===== src/rtl/adc_serial_reader.sv =====
// Serial ADC front end: drives chip-select and serial clock of an 8-bit
// serial-output ADC, shifts one sample in MSB-first and strobes it out.
module adc_serial_reader #(
    parameter int CLK_DIV  = 4,
    parameter int CONV_GAP = 100
) (
    input  logic       clk,
    input  logic       n_rst,
    input  logic       en,
    input  logic       adc_sdo,
    output logic       adc_cs_n,
    output logic       adc_sclk,
    output logic [7:0] adc_data,
    output logic       sig,
    output logic       busy
);

    typedef enum logic [2:0] {
        IDLE,
        SETUP,
        SHIFT,
        DONE,
        GAP
    } state_t;

    localparam logic [15:0] DIV_LAST = 16'(CLK_DIV - 1);
    localparam logic [15:0] GAP_LAST = 16'(CONV_GAP - 1);

    state_t      state, state_nxt;
    logic [15:0] cnt, cnt_nxt;
    logic [3:0]  edge_cnt, edge_cnt_nxt;
    logic [7:0]  shreg, shreg_nxt;
    logic        cs_n_nxt, sclk_nxt, sig_nxt;
    logic [7:0]  data_nxt;
    logic        div_done;

    assign div_done = (cnt == DIV_LAST);
    assign busy     = (state != IDLE);

    always_comb begin
        // NOTE: every next-state value gets a default first, so no path leaves one unassigned and infers a latch.
        state_nxt    = state;
        cnt_nxt      = cnt + 16'd1;
        edge_cnt_nxt = edge_cnt;
        shreg_nxt    = shreg;
        cs_n_nxt     = adc_cs_n;
        sclk_nxt     = adc_sclk;
        data_nxt     = adc_data;
        sig_nxt      = 1'b0;

        case (state)
            IDLE: begin
                cnt_nxt = '0;
                if (en) begin
                    state_nxt = SETUP;
                    cs_n_nxt  = 1'b0;
                end
            end
            SETUP: begin
                // Leaving SETUP is the first rising sclk edge, so bit 7 is captured here.
                if (div_done) begin
                    state_nxt    = SHIFT;
                    cnt_nxt      = '0;
                    sclk_nxt     = 1'b1;
                    shreg_nxt    = {shreg[6:0], adc_sdo};
                    edge_cnt_nxt = 4'd1;
                end
            end
            SHIFT: begin
                if (div_done) begin
                    cnt_nxt  = '0;
                    sclk_nxt = ~adc_sclk;
                    if (!adc_sclk) begin
                        shreg_nxt = {shreg[6:0], adc_sdo};
                    end
                    // edge_cnt holds edges already issued; 15 means this is the final falling edge.
                    if (edge_cnt == 4'd15) begin
                        state_nxt    = DONE;
                        edge_cnt_nxt = '0;
                    end else begin
                        edge_cnt_nxt = edge_cnt + 4'd1;
                    end
                end
            end
            DONE: begin
                if (div_done) begin
                    state_nxt = GAP;
                    cnt_nxt   = '0;
                    cs_n_nxt  = 1'b1;
                    data_nxt  = shreg;
                    sig_nxt   = 1'b1;
                end
            end
            GAP: begin
                if (cnt == GAP_LAST) begin
                    state_nxt = IDLE;
                    cnt_nxt   = '0;
                end
            end
            default: begin
                state_nxt = IDLE;
                cnt_nxt   = '0;
            end
        endcase
    end

    // NOTE: sequential state uses non-blocking assignments so every register samples pre-edge values.
    always_ff @(posedge clk or negedge n_rst) begin
        if (!n_rst) begin
            state    <= IDLE;
            cnt      <= '0;
            edge_cnt <= '0;
            shreg    <= '0;
            adc_cs_n <= 1'b1;
            adc_sclk <= 1'b0;
            adc_data <= '0;
            sig      <= 1'b0;
        end else begin
            state    <= state_nxt;
            cnt      <= cnt_nxt;
            edge_cnt <= edge_cnt_nxt;
            shreg    <= shreg_nxt;
            adc_cs_n <= cs_n_nxt;
            adc_sclk <= sclk_nxt;
            adc_data <= data_nxt;
            sig      <= sig_nxt;
        end
    end

endmodule


===== config.mk =====
export PLATFORM = sky130hd
export DESIGN_NAME = adc_serial_reader
export DESIGN_NICKNAME = d
export VERILOG_FILES = /design/src/rtl/adc_serial_reader.sv
export SDC_FILE = /design/constraint.sdc
export NUM_CORES = 1
export LEC_CHECK = 0
export BUFFER_PORTS_ARGS = -buffer_cell sky130_fd_sc_hd__buf_4
export CAP_MARGIN = 20
export CELL_PAD_IN_SITES_DETAIL_PLACEMENT = 0
export CELL_PAD_IN_SITES_GLOBAL_PLACEMENT = 1
export CORE_MARGIN = 4
export CORE_UTILIZATION = 50
export CTS_BUF_LIST = sky130_fd_sc_hd__clkbuf_4 sky130_fd_sc_hd__clkbuf_8
export CTS_CLUSTER_SIZE = 8
export DETAILED_ROUTE_END_ITERATION = 7
export PLACE_DENSITY_LB_ADDON = 0.08
export RECOVER_POWER = 100
export SETUP_SLACK_MARGIN = 0.1
export SYNTH_ARGS = -nofsm -noshare
export SYNTH_HDL_FRONTEND = slang
export SYNTH_SLANG_ARGS = --single-unit

===== constraint.sdc =====
create_clock -name clk -period 6.45 [get_ports clk]
set_clock_uncertainty 0.2 [all_clocks]
set_input_delay 1.29 -clock clk [delete_from_list [all_inputs] [get_ports clk]]
set_output_delay 1.29 -clock clk [all_outputs]
set_load 0.05 [all_outputs]

==> results.toml, run 1 <==
[setup_path]
slowest_stage = "clkbuf_1"
cp-start-kind = "input pin"
cp_data_required_time_ns = 6.22
worst-path-buf-inv = 1
arrival_ns = 2.82
critPathMaxFanout = 42
path_class = "in2async"
critical_path.top_delay_family = "buffers and inverters"
cpPeakStageDelay_ns = 1.51
crit_chain = "clkbuf_1"
end_kind = "async pin"

[routing]
vias = 1377
wl_um = 3690
drt_iter0_markers = 99
ant_nets = 0
met1_length_um = 1640
wl_met3_um = 119
drc = 0
dr.pass1.iters = 4
dr_wl_met2_um = 1890
post_drt_wl_per_cell_um = 15.0
vias_per_cell = 5.60
routed.top_layer = "met4"

[die]
start_util = 0.518
coreArea_mm2 = 0.00403
die_w_um = 72.6
row_count = 23
dieArea_mm2 = 0.00527
die_h_um = 72.6
ioPinCount = 16

[global_route]
grt_pass1_vias = 1428
grt_max_degree = 43
overflow = 0
grt_pass1_wl_um = 6640
antenna_found_initial = 0
track_usage = 0.160

[clock_network]
cts_tree = "yes"
clock-sinks = 42
clk_pin_slew_ns = 0.07
htree_num_levels = 2
cts_resized = 0
cts_buffer_depth = 2
cts_buffers = 5
cts_setup_buffers = 0
cts-root-buf = "clkbuf_8"
cts_hold_buf = 0
clk_latency_ns = 0.29

[pwr]
irDropWorstVdd_mv = 0.114
p_leak_nw = 0.983
power_density_mw_per_mm2 = 215

[sta]
hold-worst-slack_ns = 0.278
slew_headroom = -0.435
tightest_slew_ns = 2.15
timing.fmax_mhz = 328
period_minus_slack_ns = 3.05
fin_crit_sh = 0.473
setup_viol = 0
rsz0062_at_grt = "no"
fin_setup_tns_ns = 0
final_hold_viol_count = 0
slew_violations = 43

[synthesis]
synth_warnings = 0
synthDistinctLibCells = 45
synth_area_leaders = "dfrtp_1, mux2_2, nor2_1"
synth_top_area_cell = "dfrtp_1"
synth_ff_type = "dfrtp_1"
synth.yosys.seq_area_share = 0.504
synthCells = 182
synth_area_mm2 = 0.00209
ys_async_sr_fraction = 1.00
syn-num-nets = 188
ys_ff_latch = 42
avgSynthCellArea_um2 = 11.5
synth_edf_count = 0
synth_top_cell_area_share = 0.492

[job]
drv_cap = 1

[placement]
placed_cell_area_mm2 = 0.00219
gp_congestion = 0.863
port_buffers = 15
dp_hpwl_um = 2660

[status]
status = "finished with violations"
violations = "max-capacitance violations, max-slew violations"

[min_path]
min-delay-path-class = "reg2reg"

[layout]
nNetsFinal = 201
fin_area_mm2 = 0.00223
drive_gt1_frac = 0.184
layout.cells.most_common = "dfrtp_1"
mostFrequentLayoutCells = "dfrtp_1, nor2_1, mux2_2"
antenna_cells = 0
syn2layout_area_growth_pct = 6.89
final_util = 0.554
## metal layers
metal	global-route usage	up-vias
met5	0	-
met4	0.0615	0
met3	0.0344	5
met2	0.262	20
met1	0.207	681
li1	-	671
## where the power goes
part           switching [mW]  internal (mW)  total (mW)  leakage (nW)
Clock                  0.0864          0.120       0.206        0.0548
Sequential            0.00153          0.265       0.267         0.548
Combinational         0.00535        0.00245     0.00780         0.380
## cell families (layout without fill, tap and decap cells)
group	after synthesis	count (layout)	synth area share
fa+ha+maj	2	2	0.0120
xor+xnor	14	14	0.0588
flops	42	42	0.504
compound gates	19	19	0.0576
simple gates	75	75	0.231
buf+inv	12	26	0.0402
mux	18	18	0.0965
## sequential cells by signal (all words and copies together) (netlist names)
name / count
cnt: 16
adc_data: 8
shreg: 8
edge_cnt: 4
state: 3
adc_cs_n: 1
adc_sclk: 1
sig: 1
## synth_stat cells, types with 2 or more instances
master    instances
o31ai_1           4
a21oi_1           3
buf_6             2
xor2_1            8
nand2_1          10
and4_2            2
nor4_4            2
xnor2_1           6
inv_1             3
or3_2             2
a21o_1            2
nor4_1            3
nand2b_1          2
nand3_1           8
nor2_1           19
buf_4             3
nand4_1           5
nor3_1            5
and4_1            3
mux2_2           17
o21ai_0           6
nor2b_1           3
ha_1              2
dfrtp_1          41
## cell type report
type	count	area, um^2
Tap cell	50	62.6
Clock inverter	2	37.5
Multi-Input combinational cell	128	927
Sequential cell	42	1050
Timing Repair Buffer	15	63.8
Fill cell	363	1800
Inverter	3	11.3
Clock buffer	6	76.3
## path summary, 6_finish.rpt
path,startpoint,endpoint,slack [ns],depth (start not counted)
max,n_rst,cnt[6],3.40,1
min,cnt[0],cnt[0],0.28,1
max reg2reg,cnt[0],adc_data[6],3.44,5
min reg2reg,cnt[0],cnt[0],0.28,1
max in group clk,cnt[0],adc_data[6],3.44,5
min in group asynchronous,n_rst,edge_cnt[3],1.42,1
## through the flow
stage | setup slack, ns | total power, mW | std cells
after detailed placement | 3.79 | 0.281 | 238
after CTS | 3.53 | 0.489 | 246
after global placement | 3.88 | 0.280 | 238
final | 3.40 | 0.481 | 246
after floorplan | 3.89 | 0.274 | 182
after global routing | 2.91 | 0.501 | 246
## worst register-to-register path, cell delays in order (launching register included)
cell and delay [ns]:
dfrtp_1 0.38, ha_1 0.23, nor4b_1 0.63, and4_1 0.44, nor2b_1 0.61, mux2_2 0.41
(Power assumes the default switching activity.)
==> run 2: changes to the inputs <==
ABC_AREA = 1   (was not set)
CORE_UTILIZATION = 42   (was 50)
clock period = 2.6 ns   (was 6.45 ns; I/O delays follow)
==> results.toml, run 2 <==
[setup_path]
critPathMaxFanout = 6
crit_end = "busy"
worst-path-buf-inv = 1
path_depth = 3
rr_startpoint = "cnt[0]"
crit_chain = "nor2_1 -> nand2_1 -> buf_4"
startpoint = "state[0]"
rr_worst_depth = 8
worst-r2r-setup-slack_ns = 0.56
cp_data_required_time_ns = 1.88
path_class = "reg2out"
critical_path.top_delay_family = "flip-flops"
arrival_ns = 1.39
cpPeakStageDelay_ns = 0.45
end_kind = "primary output"
slowest_stage = "dfrtp_1"
cp-start-kind = "flip-flop"
r2r-end = "shreg[7]"

[synthesis]
synth_ff_type = "dfrtp_1"
yosys-top-cells-count = "nand2_1, dfrtp_1, nor2_1"
synth_area_leaders = "dfrtp_1, nand2_1, nor2_1"
synth_edf_count = 0
synthDistinctLibCells = 32
synthCells = 255
synth_area_mm2 = 0.00210
ys_async_sr_fraction = 1.00
synth_top_area_cell = "dfrtp_1"
synth_warnings = 0
ys_ff_latch = 42
syn-num-nets = 261
avgSynthCellArea_um2 = 8.22
yosys.cell_count.top_type = "nand2_1"
synth.yosys.seq_area_share = 0.502
synth_top_cell_area_share = 0.490

[layout]
layout.cells.most_common = "nand2_1"
top_regs = "cnt (16), adc_data (8), shreg (8)"
stdcell_count = 345
nFillCells = 531
nNetsFinal = 283
max_flop_register = "cnt"
multi_input_area_um2 = 890
largest_register_ffs = 16
syn2layout_area_growth_pct = 9.55
mostFrequentLayoutCells = "nand2_1, dfrtp_1, nor2_1"
drive_gt1_frac = 0.108
antenna_cells = 0
register_area_mm2 = 0.00105

[pwr]
clkPwrFrac = 0.397
power_switching_mw = 0.259
irDropWorstVdd_mv = 0.212
power_density_mw_per_mm2 = 483
p_leak_nw = 1.20
comb_power_share = 0.014
p_seq_frac = 0.589
internal-power_mw = 0.849
swShare = 0.234

[clock_network]
clk_latency_ns = 0.30
cts_hold_buf = 0
clock-sinks = 42
htree_num_levels = 2
cts_buffers = 5
cts_tree = "yes"
cts_setup_buffers = 0
cts_resized = 0
clk_pin_slew_ns = 0.09
cts_buffer_depth = 2
cts-root-buf = "clkbuf_8"

[placement]
gp_congestion = 0.769
dp_hpwl_um = 3010
port_buffers = 15
placed_cells = 337
pre_cts_ws_ns = 0.790

[routing]
drc = 0
vias_per_cell = 4.73
wl_um = 4130
post_drt_wl_per_cell_um = 12.0
dr.pass1.iters = 4
ant_nets = 0
vias = 1632
drt_iter0_markers = 49

[sta]
rsz0062_at_grt = "no"
slew_violations = 0
final_hold_viol_count = 0
tightest_slew_ns = 1.05
fin_setup_tns_ns = 0
fin_crit_sh = 0.812
hold-worst-slack_ns = 0.198
setup_ws_ns = 0.489
timing.fmax_mhz = 474
slew_headroom = 0.299
setup_viol = 0
period_minus_slack_ns = 2.11

[die]
start_util = 0.438
dieArea_mm2 = 0.00618
ioPinCount = 16
die_w_um = 78.6
coreArea_mm2 = 0.00479
die_h_um = 78.6
row_count = 25

[status]
status = "finished, final reports clean"

[global_route]
grt_pass1_wl_um = 7460
grt_max_degree = 43
track_usage = 0.153
antenna_found_initial = 0
overflow = 0
grt_pass1_vias = 1633

[job]
drv_cap = 0

[min_path]
min-delay-path-class = "in2async"
## run 2: cell types whose count changed after synthesis, sizes merged, moves of 5 or more
cell   delta
and4      -5
buf       -5
inv      +22
mux2     -17
nand2    +83
nand3    +13
nor2     +19
nor4      -5
xor2      -5
## run 2: how the worst min path moves through the flow
stage          cells past startpoint     endpoint  startpoint  slack (ns)
2_1_floorplan                      0  adc_data[0]       n_rst        0.02
3_3_place_gp                       1       cnt[0]      cnt[0]        0.25
3_5_place_dp                       2     adc_cs_n    adc_cs_n        0.26
4_1_cts                            1       cnt[1]       n_rst        0.02
5_1_grt                            3     shreg[0]     adc_sdo        0.26
6_report                           1      cnt[11]       n_rst        0.20
## run 2: worst register-to-register path: cells and delay by family (launching register included)
kind / cells / cell delay [ns]
AND/OR/NAND/NOR: 6 / 1.08
flip-flops: 1 / 0.38
adder cells (fa/ha/maj): 1 / 0.21
AO/OA/AOI/OAI: 1 / 0.06
## run 2: per-stage QoR
stage / utilization / cell area (um^2) / power (mW)
after floorplan: - / 2100 / 0.666
after global placement: 0.479 / 2290 / 0.683
after detailed placement: 0.479 / 2290 / 0.683
after CTS: 0.499 / 2390 / 1.12
after global routing: 0.480 / 2300 / 1.16
final: 0.480 / 2300 / 1.11
## run 2: kinds of logic after synthesis
kind of cell | after synthesis | share of synthesized area
xor+xnor | 7 | 0.0293
compound gates | 18 | 0.0579
flops | 42 | 0.502
simple gates | 159 | 0.349
fa+ha+maj | 2 | 0.0119
buf+inv | 27 | 0.0501
## run 2: final cells by class
type	instances	share of cell area
clock buffer	5	0.0300
clock inverter	3	0.0109
inverter	26	0.0436
multi-input combinational	186	0.387
sequential	42	0.458
tap	67	0.0365
timing repair buffer	16	0.0332
## run 2: power groups by stage
stage	clock [mW]	sequential, mW	combinational [mW]
floorplan	0	0.666	0.0000165
global placement	0	0.666	0.0171
detailed placement	0	0.666	0.0170
CTS	0.451	0.653	0.0170
global route	0.484	0.653	0.0185
finish	0.440	0.653	0.0151
## run 2: metal layers
layer | track usage | up-vias | wire (um)
met3 | 0.0424 | 7 | 143
met4 | 0.0367 | 0 | 45
li1 | - | 846 | -
met1 | 0.194 | 762 | 1970
met5 | 0 | - | 0
met2 | 0.258 | 17 | 1970
